--- src/rtl/parity_rx_if.sv ---
// parity_rx_if: serial-in / word-out handshake bundle for parity_rx.
// Master drives the serial line and out_ready; slave returns the word.
interface parity_rx_if #(
  parameter int WIDTH = 16
);
  logic             ser_valid;
  logic             ser_bit;
  logic             ser_start;
  logic             out_ready;
  logic             out_valid;
  logic [WIDTH-1:0] out_data;
  logic             out_err;

  modport master (
    output ser_valid, ser_bit, ser_start, out_ready,
    input  out_valid, out_data, out_err
  );

  modport slave (
    input  ser_valid, ser_bit, ser_start, out_ready,
    output out_valid, out_data, out_err
  );
endinterface

--- src/rtl/parity_rx.sv ---
// parity_rx: serial frame receiver, LSB-first data plus one parity bit,
// single-buffered word output with overrun flag and error counter.
module parity_rx #(
  parameter int WIDTH = 16,
  parameter bit ODD   = 1'b0
) (
  input  logic        clk,
  input  logic        rst_n,
  parity_rx_if.slave  bus,
  input  logic        clr,
  output logic [7:0]  err_cnt,
  output logic        ovr,
  output logic        abort
);

  localparam int CW = (WIDTH > 1) ? $clog2(WIDTH) : 1;

  localparam logic [1:0] IDLE = 2'd0;
  localparam logic [1:0] DATA = 2'd1;
  localparam logic [1:0] PAR  = 2'd2;

  logic [1:0]       state_q, state_d;
  logic [CW-1:0]    cnt_q, cnt_d;
  logic [WIDTH-1:0] shr_q, shr_d;
  logic [WIDTH-1:0] data_q, data_d;
  logic             vld_q, vld_d;
  logic             err_q, err_d;
  logic [7:0]       ecnt_q, ecnt_d;
  logic             ovr_q, ovr_d;
  logic             abort_q, abort_d;
  logic             done;
  logic             ferr;
  logic             load;

  always_comb begin
    state_d = state_q;
    cnt_d   = cnt_q;
    shr_d   = shr_q;
    abort_d = 1'b0;
    done    = 1'b0;
    ferr    = 1'b0;
    if (bus.ser_valid) begin
      if (bus.ser_start) begin
        // A start bit always begins a fresh frame, even mid-frame.
        abort_d  = (state_q != IDLE);
        shr_d    = '0;
        shr_d[0] = bus.ser_bit;
        cnt_d    = CW'(1);
        if (WIDTH == 1) begin
          state_d = PAR;
          cnt_d   = '0;
        end else begin
          state_d = DATA;
        end
      end else begin
        unique case (1'b1)
          (state_q == DATA): begin
            shr_d[cnt_q] = bus.ser_bit;
            if (cnt_q == CW'(WIDTH - 1)) begin
              state_d = PAR;
              cnt_d   = '0;
            end else begin
              cnt_d = cnt_q + 1'b1;
            end
          end
          (state_q == PAR): begin
            done    = 1'b1;
            ferr    = (^shr_q) ^ bus.ser_bit ^ ODD;
            state_d = IDLE;
            cnt_d   = '0;
          end
          default: ;
        endcase
      end
    end
  end

  assign load = done && (!vld_q || bus.out_ready);

  always_comb begin
    vld_d  = vld_q;
    data_d = data_q;
    err_d  = err_q;
    ecnt_d = ecnt_q;
    ovr_d  = ovr_q;
    if (load) begin
      vld_d  = 1'b1;
      data_d = shr_q;
      err_d  = ferr;
      if (ferr && (ecnt_q != 8'hFF)) begin
        ecnt_d = ecnt_q + 8'd1;
      end
    end else if (done) begin
      ovr_d = 1'b1;
    end else if (vld_q && bus.out_ready) begin
      vld_d = 1'b0;
    end
    if (clr) begin
      ecnt_d = '0;
      ovr_d  = 1'b0;
    end
  end

  always_ff @(posedge clk or negedge rst_n) begin
    if (!rst_n) begin
      state_q <= IDLE;
      cnt_q   <= '0;
      shr_q   <= '0;
      data_q  <= '0;
      vld_q   <= 1'b0;
      err_q   <= 1'b0;
      ecnt_q  <= '0;
      ovr_q   <= 1'b0;
      abort_q <= 1'b0;
    end else begin
      state_q <= state_d;
      cnt_q   <= cnt_d;
      shr_q   <= shr_d;
      data_q  <= data_d;
      vld_q   <= vld_d;
      err_q   <= err_d;
      ecnt_q  <= ecnt_d;
      ovr_q   <= ovr_d;
      abort_q <= abort_d;
    end
  end

  assign bus.out_valid = vld_q;
  assign bus.out_data  = data_q;
  assign bus.out_err   = err_q;
  assign err_cnt       = ecnt_q;
  assign ovr           = ovr_q;
  assign abort         = abort_q;

endmodule

--- src/flat_wrapper.sv ---
// flat-port wrapper written by rule: the top's interface ports become plain ports
module parity_rx_flat 
#(
  parameter int WIDTH = 16,
  parameter bit ODD   = 1'b0
)
  (clk, rst_n, clr, err_cnt, ovr, abort, bus_ser_valid, bus_ser_bit, bus_ser_start, bus_out_ready, bus_out_valid, bus_out_data, bus_out_err);
  parity_rx_if #(.WIDTH(WIDTH)) bus_i ();
  input  logic clk;
  input  logic rst_n;
  input  logic clr;
  output logic [7:0] err_cnt;
  output logic ovr;
  output logic abort;
  input wire logic [$bits(bus_i.ser_valid)-1:0] bus_ser_valid;
  input wire logic [$bits(bus_i.ser_bit)-1:0] bus_ser_bit;
  input wire logic [$bits(bus_i.ser_start)-1:0] bus_ser_start;
  input wire logic [$bits(bus_i.out_ready)-1:0] bus_out_ready;
  output wire logic [$bits(bus_i.out_valid)-1:0] bus_out_valid;
  output wire logic [$bits(bus_i.out_data)-1:0] bus_out_data;
  output wire logic [$bits(bus_i.out_err)-1:0] bus_out_err;
  assign bus_i.ser_valid = bus_ser_valid;
  assign bus_i.ser_bit = bus_ser_bit;
  assign bus_i.ser_start = bus_ser_start;
  assign bus_i.out_ready = bus_out_ready;
  assign bus_out_valid = bus_i.out_valid;
  assign bus_out_data = bus_i.out_data;
  assign bus_out_err = bus_i.out_err;
  parity_rx #(.WIDTH(WIDTH), .ODD(ODD)) u_core (.clk(clk), .rst_n(rst_n), .bus(bus_i), .clr(clr), .err_cnt(err_cnt), .ovr(ovr), .abort(abort));
endmodule
--- config.mk ---
export PLATFORM = sky130hd
export DESIGN_NAME = parity_rx_flat
export DESIGN_NICKNAME = d
export VERILOG_FILES = /design/src/rtl/parity_rx_if.sv /design/src/rtl/parity_rx.sv /design/src/flat_wrapper.sv
export SDC_FILE = /design/constraint.sdc
export NUM_CORES = 1
export LEC_CHECK = 0
export ABC_CLOCK_PERIOD_IN_PS = 2180
export BUFFER_PORTS_ARGS = -buffer_cell sky130_fd_sc_hd__buf_4
export CORE_UTILIZATION = 50
export DETAILED_ROUTE_END_ITERATION = 16
export PLACE_DENSITY = 0.74
export SYNTH_ARGS = -nofsm -noshare
export SYNTH_HDL_FRONTEND = slang
export SYNTH_SLANG_ARGS = --single-unit
--- constraint.sdc ---
create_clock -name clk -period 2.18 [get_ports clk]
set_input_delay 0.218 -clock clk [delete_from_list [all_inputs] [get_ports clk]]
set_output_delay 0.218 -clock clk [all_outputs]
set_load 0.005 [all_outputs]
== Word level (Yosys, flattened, before mapping) ==
Cells that the tools add are included.
W data, S select, Z words.
Storage, ports and cells
  register bits after elaboration: 50
  bits of input ports: 7
  output and inout bits: 28
  word-level logic and storage cells: 69
Operators by class
  add/sub/neg operators: 2
  order comparisons: 2
  equality and inequality tests: 7
  mux-type cells: 28
  bitwise operators: 1
  reduce and logical (&&, ||, !) cells: 20
Operators by type and width (count)
  $mux W16: 2
  $mux W8: 3
  $bwmux W16: 1
  $reduce_xor A16 Y1: 1
  $mux W1: 15
  $reduce_bool A2 Y1: 6
  $reduce_and A2 Y1: 5
  $add A8 B1 Y8 const B: 1
  $mux W4: 2
  $ne A8 B8 Y1 const B: 1
  $pmux W4 S2: 1
  $lt A4 B5 Y1 const B: 1
  $add A4 B1 Y4 const B: 1
  $demux W1 S4: 1
  $eq A4 B4 Y1 const B: 1
  $ge A4 B1 Y1 const B: 1
  $logic_and A1 B1 Y1: 4
  $mux W2: 2
  $ne A2 B2 Y1 const B: 2
  $pmux W2 S2: 1
  $ne A3 B3 Y1 const B: 1
  $reduce_and A3 Y1: 1
  $reduce_bool A3 Y1: 1
  $eq A2 B1 Y1 const B: 1
  4 further kinds: 4

== Depth between registers and ports, before layout ==
Gate-level depths: netlist (run 1).
  word-level depth: 9
  mapped depth: 7
  mapped depth without buffers: 6

== Worst setup path after synthesis (run 1) ==
Ideal clock, no wire load.
  path kind: reg2reg
  from: reg u_core.shr_q[1]
  to: reg u_core.ecnt_q[3] (netlist: u_core.err_cnt[3])
  library setup time: 78 ps
  arrival time: 1955 ps
  data required time: 2102 ps
  setup slack: 147 ps
  stages on the path, launching flop included: 7
  path buffers: 0
  period minus slack after synthesis: 2033 ps
  cell sequence: dfrtp_1 xor2_1 xnor3_2 xnor2_2 xor2_2 or4_1 a21oi_1
On the way
  longest elaborated chain between the ends: 8
RTL lines
  start, declared: line parity_rx.sv:24  | logic [WIDTH-1:0] shr_q, shr_d;
  start signal, assigned: line parity_rx.sv:118  | shr_q <= shr_d;
  $reduce_xor A16 Y1: line parity_rx.sv:68  | ferr = (^shr_q) ^ bus.ser_bit ^ ODD;
  $xor A1 B1 Y1: line parity_rx.sv:68
  $mux W1: line parity_rx.sv:56  | unique case (1'b1)
  $mux W1: line parity_rx.sv:43  | if (bus.ser_start) begin
  $mux W1: line parity_rx.sv:42  | if (bus.ser_valid) begin
  $logic_and A1 B1 Y1: line parity_rx.sv:90  | if (ferr && (ecnt_q != 8'hFF)) begin
  $reduce_bool A2 Y1 (no source line)
  $reduce_and A2 Y1 (no source line)
  end signal, assigned: line parity_rx.sv:122  | ecnt_q <= ecnt_d;
  end, declared: line parity_rx.sv:28  | logic [7:0] ecnt_q, ecnt_d;
No other way between the ends.
A chain may end at the register's enable or synchronous reset.

== Worst setup path in the final report (run 1) ==
Same ends and word-level chain as after synthesis.

==> flow_metrics.tcl, run 1 <==
set metrics [dict create \
    drt_iter0_drc 93 \
    drt_first_pass_iters 4 \
    p_per_area_mw_per_mm2 1119 \
    drv_cap 0 \
    grt_setup_unrepaired "yes" \
    instances_no_fill 380 \
    p_leak_nw 1.463 \
    yosysUniqueCellTypes 39 \
    track_usage_pct 20.63 \
    place_hpwl_um 3625 \
    grt.overflow.total 0 \
    cp_slowest_cell "xnor3_2" \
    syn_area_mm2 0.002547 \
    dp_cells 368 \
    synth.top_cells.by_area "dfrtp_1 49%, nand2_1 8.4%, o21ai_0 4.3%, mux2i_1 3.9%, xnor2_1 3.4%" \
    port-buffer-count 34 \
    grt_max_degree 51 \
    cp-end-kind "flip-flop" \
    vias_per_cell 5.358 \
    critical_path_class "flip-flop to flip-flop" \
    fin_crit_sh_pct 101.7 \
    fin_ws_ns -0.03640 \
    die_height_um 73.38 \
    hold_viol_final 0 \
    cp.arrival_ns 2.44 \
    synth_top_area_share_pct 49.12 \
    fmax_mhz 451.2 \
    clk_latency_ns 0.29 \
    grt_antenna_before_repair 0 \
    nets 324 \
    crit_fanout 5 \
    async_flop_share_pct 100.0 \
    ys_seq_area_share_pct 49.12 \
    initial_utilization_pct 52.88 \
    vias 2036 \
    synth_top_cell_by_area "dfrtp_1" \
    drive_gt1_share_pct 19.81 \
    htreeDepth 2 \
    antennaDiodeCount 0 \
    io_pins 35 \
    cts.sinks 50 \
    finalClockSkew_ns 0.005133 \
    synth_nets 287 \
    grt_pass1_wl_um 8542 \
    worst_slew_pin_slew_ns 0.6242 \
    dp_slack_ns 0.01929 \
    max_slew_margin_pct 58.39 \
    gp_congestion 0.8634 \
    synthToLayoutAreaGrowth_pct 21.56 \
    die_width_um 73.38 \
    grt_pass1_vias 1829 \
    rows 25 \
    ys.warnings.count 0 \
    drv_slew 0 \
    violations "setup timing" \
    route.detailed.drc 0 \
    finalSetupViolations 1 \
    max_stage_delay_ns 0.49 \
    routed_wirelength_um 5266 \
    syn_avg_cell_area_um2 9.263 \
    min_period_ns 2.216 \
    numCtsBuffers 5 \
    detail_route.wl_per_cell_um 13.86 \
    hold_ws_ns 0.1648 \
    synth-edff-count 0 \
    synthFlopType "dfrtp_1" \
    crit_path_start_kind "flip-flop" \
    synth.most_common_cell "nand2_1" \
    ys_top_cells_by_count "57 x nand2_1, 50 x dfrtp_1, 22 x o21ai_0" \
    hp-class "input pin to flip-flop" \
    outcome "complete, but fails checks" \
    tritoncts "built" \
    ys_ff_latch 50 \
    antenna_left 0 \
    cts.clk_slew.worst_paths_ns 0.09 \
    cts_root_buf "clkbuf_8" \
    dieArea_mm2 0.005385 \
    clockBufferDepth 2 \
    core_area_mm2 0.004817 \
    synthesis.instances 275 \
    path_cells "xor2_1 > xnor3_2 > xnor2_4 > xor2_4 > or4_4 > a21oi_2" \
    vdd_drop_max_uv 642.7 \
    required_ns 2.41 \
]
==> placed cells by master, fill, tap and decap left out, drive strengths merged, types with 2 or more instances in the layout <==
cell type / synthesis / routed
nand3: 9 / 9
clkinv: 0 / 2
xor2: 4 / 5
nand2: 57 / 57
o31ai: 4 / 4
nor3: 5 / 5
o21ai: 22 / 22
or4: 2 / 2
nor2b: 5 / 5
nor2: 13 / 13
o41ai: 2 / 2
ha: 5 / 5
mux2i: 10 / 10
a211oi: 2 / 2
nand2b: 4 / 4
xnor2: 11 / 11
a311oi: 2 / 2
a31oi: 4 / 4
a21oi: 10 / 10
nand4: 2 / 2
o22ai: 11 / 11
clkbuf: 12 / 5
buf: 0 / 40
dfrtp: 50 / 50
inv: 16 / 16
==> power breakdown <==
group | switching [mW] | total [mW] | internal (mW)
clock network | 0.295 | 0.633 | 0.338
logic | 0.921 | 1.65 | 0.727
registers | 0.143 | 1.18 | 1.04
==> layout make-up <==
cell class,count,area (um2)
clock buffers,5,68.82
well taps,67,83.83
fillers,424,1720
multi-input cells,198,1279
clock inverters,3,40.04
inverters,16,60.06
repair buffers,41,314.1
flip-flops and latches,50,1251
==> worst max-delay path, delay by kind of cell, from the launching register on <==
family,cells,cell delay [ns]
XOR/XNOR,4,1.11
AND/OR/NAND/NOR,1,0.49
flip-flops,1,0.43
AO/OA/AOI/OAI,1,0.12
==> logic make-up after synthesis <==
logic type               count (synthesis)  synth area share, %
flip-flops                              50                49.12
buffers and inverters                   28                4.126
XOR/XNOR                                16                6.680
adder cells (fa/ha/maj)                  5                2.456
multiplexers                            11                4.519
AND/OR/NAND/NOR                        104                18.71
AO/OA/AOI/OAI                           61                14.39
==> worst paths after layout <==
kind | from | endpoint | slack [ns] | depth (start not counted)
setup / recovery | u_core.shr_q[1] | u_core.err_cnt[3] | -0.04 | 6
setup reg to reg | u_core.shr_q[1] | u_core.err_cnt[3] | -0.04 | 6
min in group asynchronous | rst_n | u_core.err_cnt[4] | 0.48 | 2
hold / removal | clr | u_core.err_cnt[4] | 0.16 | 2
hold reg to reg | u_core.bus.out_data[1] | u_core.bus.out_data[1] | 0.48 | 2
max in group asynchronous | rst_n | u_core.state_q[1] | 1.28 | 2
==> per-stage QoR <==
stage / instance area, um2 / TNS (ns) / util (%) / power (mW)
5_1_grt: 3097 / -0.3479 / 64.29 / 3.656
2_1_floorplan: 2547 / 0 / - / 1.998
6_report: 3097 / -0.03640 / 64.29 / 3.465
4_1_cts: 3013 / 0 / 62.55 / 3.087
3_3_place_gp: 2872 / 0 / 59.61 / 2.269
3_5_place_dp: 2872 / 0 / 59.61 / 2.294
==> routing by layer <==
| metal | global-route usage [%] | wire length (um) |
|---|---|---|
| met5 | 0 | 0 |
| met4 | 5.556 | 31 |
| met3 | 3.292 | 174 |
| met2 | 32.61 | 2559 |
| met1 | 29.64 | 2501 |
==> flip-flops by register name, indices dropped and copies added, names as in the netlist <==
register / cells
u_core.bus.out_data: 16
u_core.shr_q: 16
u_core.err_cnt: 8
u_core.cnt_q: 4
u_core.state_q: 2
u_core.abort: 1
u_core.bus.out_err: 1
u_core.bus.out_valid: 1
u_core.ovr: 1
==> what timing repair did <==
| action | CTS | global route |
|---|---|---|
| cloned | 0 | 1 |
| endpoints found under the hold margin | 50 | 0 |
| endpoints found under the setup margin | 1 | 4 |
| hold buffers | 1 | 0 |
| gates resized for setup | 2 | 10 |
| buffers inserted | 0 | 2 |
| pin swaps | 0 | 7 |
Power figures use the tool's default switching activity.
==> inputs of run 2 (changes only) <==
Settings changed: ABC_AREA set to 1, PLACE_DENSITY 0.74 to 0.73.
==> run 2 against run 1 <==
The run now ends clean. Combinational power is 64% lower. Worst setup slack better by 0.53 ns. Total power is 37% lower. Utilization is 4.8 points lower. Worst hold slack worse by 0.056 ns. First-iteration DRC count is 9.7% lower. Critical endpoint is now u_core.err_cnt[4].
==> flow_metrics.tcl, run 2 <==
set metrics [dict create \
    cts_resized 0 \
    cp_slowest_cell "dfrtp_1" \
    synth-edff-count 0 \
    instances_no_fill 473 \
    hold_ws_ns 0.1089 \
    synth_mux_area_share_pct 0 \
    gp_congestion 0.8322 \
    ys_ff_latch 50 \
    cp.arrival_ns 1.93 \
    grt_pass1_vias 2135 \
    die_height_um 77.34 \
    synth_top_family_by_area "simple AND/OR/NAND/NOR gates" \
    htreeDepth 2 \
    synth_compound_area_share_pct 11.86 \
    grt_max_degree 51 \
    nets 412 \
    yosysUniqueCellTypes 33 \
    finalClockSkew_ns 0.009769 \
    ys_seq_area_share_pct 44.09 \
    dieArea_mm2 0.005981 \
    required_ns 2.43 \
    p_per_area_mw_per_mm2 673.6 \
    ys_top_cells_by_count "125 x nand2_1, 50 x dfrtp_1, 29 x inv_1" \
    initial_utilization_pct 51.85 \
    syn_area_mm2 0.002838 \
    fin_crit_sh_pct 77.18 \
    routed_wirelength_um 5764 \
    drt_iter0_drc 84 \
    cts_root_buf "clkbuf_8" \
    cp-end-kind "flip-flop" \
    crit_fanout 9 \
    synthToLayoutAreaGrowth_pct 14.81 \
    outcome "complete, no violations" \
    antenna_left 0 \
    ys.warnings.count 0 \
    detail_route.wl_per_cell_um 12.19 \
    synth_xor_xnor_area_share_pct 1.852 \
    io_pins 35 \
    synth.top_cells.by_area "dfrtp_1 44%, nand2_1 17%, o21ai_0 4.8%, inv_1 3.8%, nand2_2 3.5%" \
    design_area_mm2 0.003258 \
    track_usage_pct 20.27 \
    fillers 511 \
    place_hpwl_um 4121 \
    finalSetupViolations 0 \
    crit_path_start_kind "flip-flop" \
    grt_setup_unrepaired "no" \
    synthSimpleGateAreaFrac_pct 33.69 \
    drv_slew 0 \
    drt_first_pass_iters 4 \
    drv_cap 0 \
    synth_top_cell_by_area "dfrtp_1" \
    cts.sinks 50 \
    port-buffer-count 34 \
    max_stage_delay_ns 0.43 \
    worst_slew_pin_slew_ns 0.6256 \
    path_cells "ha_1 > nand3_1 > and3b_1 > nand3_2 > nand4_4 > nand3_1 > nand2_1" \
    final_common_cell "nand2_1" \
    tns_ns 0 \
    clk_latency_ns 0.30 \
    post-cts-setup-buffers 0 \
    vdd_drop_max_uv 326.5 \
    die_width_um 77.34 \
    clockBufferDepth 2 \
    max_slew_margin_pct 58.30 \
    synthAdderAreaFrac_pct 2.205 \
    vias 2421 \
    syn_avg_cell_area_um2 7.817 \
    p_leak_nw 1.635 \
    synth.most_common_cell "nand2_1" \
    grt_antenna_before_repair 0 \
    hp-class "input pin to flip-flop" \
    fmax_mhz 594.4 \
    drive_gt1_share_pct 20.45 \
    postCtsHoldBufs 1 \
    synthesis.instances 363 \
    critical_path_class "flip-flop to flip-flop" \
    synthFlopType "dfrtp_1" \
    synth_top_area_share_pct 44.09 \
    tritoncts "built" \
    cts.clk_slew.worst_paths_ns 0.09 \
    rows 27 \
    numCtsBuffers 5 \
    synth_nets 375 \
    vias_per_cell 5.118 \
    crit_top_cell "nand3_1" \
    grt.overflow.total 0 \
    route.detailed.drc 0 \
    dpl-instance-area_mm2 0.003162 \
    hold_viol_final 0 \
    grt_pass1_wl_um 9784 \
    final_cell_mix "125 x nand2_1, 50 x dfrtp_1, 34 x buf_4" \
    min_period_ns 1.682 \
    antennaDiodeCount 0 \
    dp_cells 464 \
    core_area_mm2 0.005473 \
    async_flop_share_pct 100.0 \
]
==> run 2: cell types whose count changed after synthesis, moves of 10 or more <==
cell     delta
inv_2      +12
inv_1      +13
nand2_1    +68
nand2_2    +16
mux2i_1    -10
o22ai_1    -11
==> run 2: worst paths after layout <==
| path | from | end | slack (ns) | cells after the start |
|---|---|---|---|---|
| worst max-delay path | u_core.err_cnt[0] | u_core.err_cnt[4] | 0.50 | 7 |
| worst min-delay path | bus_out_ready | u_core.bus.out_valid | 0.11 | 2 |
| worst max register to register | u_core.err_cnt[0] | u_core.err_cnt[4] | 0.50 | 7 |
| worst min register to register | u_core.bus.out_data[10] | u_core.bus.out_data[10] | 0.49 | 2 |
| max in group asynchronous | rst_n | u_core.cnt_q[3] | 1.29 | 2 |
| min in group asynchronous | rst_n | u_core.bus.out_data[12] | 0.48 | 2 |
==> run 2: final cells by class <==
| class | instances | area [um2] | share of cell area, % |
|---|---|---|---|
| multi-input combinational | 266 | 1408 | 43.20 |
| sequential | 50 | 1251 | 38.40 |
| timing repair buffer | 35 | 265.3 | 8.141 |
| inverter | 42 | 157.7 | 4.839 |
| tap | 72 | 90.09 | 2.765 |
| clock buffer | 6 | 72.57 | 2.227 |
| clock inverter | 2 | 13.76 | 0.4224 |
==> run 2: per-layer routing <==
layer	routed length [um]	vias up	global-route usage (%)	part of all wire, %
met3	271	6	4.000	4.7
met2	2595	55	32.30	45
met5	0	-	0	0
met1	2843	1104	27.74	49
met4	54	0	6.415	0.94
li1	-	1256	-	-
==> run 2: critical path: cells and delay by family, from the launching register on <==
family                     cells  cell delay (ns)
adders and majority gates      1             0.21
DFF                            1             0.43
and+or+nand+nor                6             0.99
==> run 2: power breakdown <==
part | internal [mW] | switching [mW]
Clock | 0.227 | 0.311
Sequential | 1.00 | 0.0601
Combinational | 0.195 | 0.401
==> run 2: logic make-up (layout without fill, tap and decap cells) <==
| logic type | count (synthesis) | in the layout |
|---|---|---|
| AND/OR/NAND/NOR | 200 | 200 |
| AO/OA/AOI/OAI | 55 | 55 |
| flip-flops | 50 | 50 |
| buffers and inverters | 47 | 85 |
| XOR/XNOR | 6 | 6 |
| adder cells (fa/ha/maj) | 5 | 5 |
==> run 2: per-stage QoR <==
stage / util [%] / worst slack [ns] / total power [mW]
2_1_floorplan: - / 0.6865 / 1.496
3_3_place_gp: 57.77 / 0.5843 / 1.660
3_5_place_dp: 57.77 / 0.5260 / 1.676
4_1_cts: 59.53 / 0.4920 / 2.224
5_1_grt: 59.53 / 0.3448 / 2.358
6_report: 59.53 / 0.4975 / 2.195
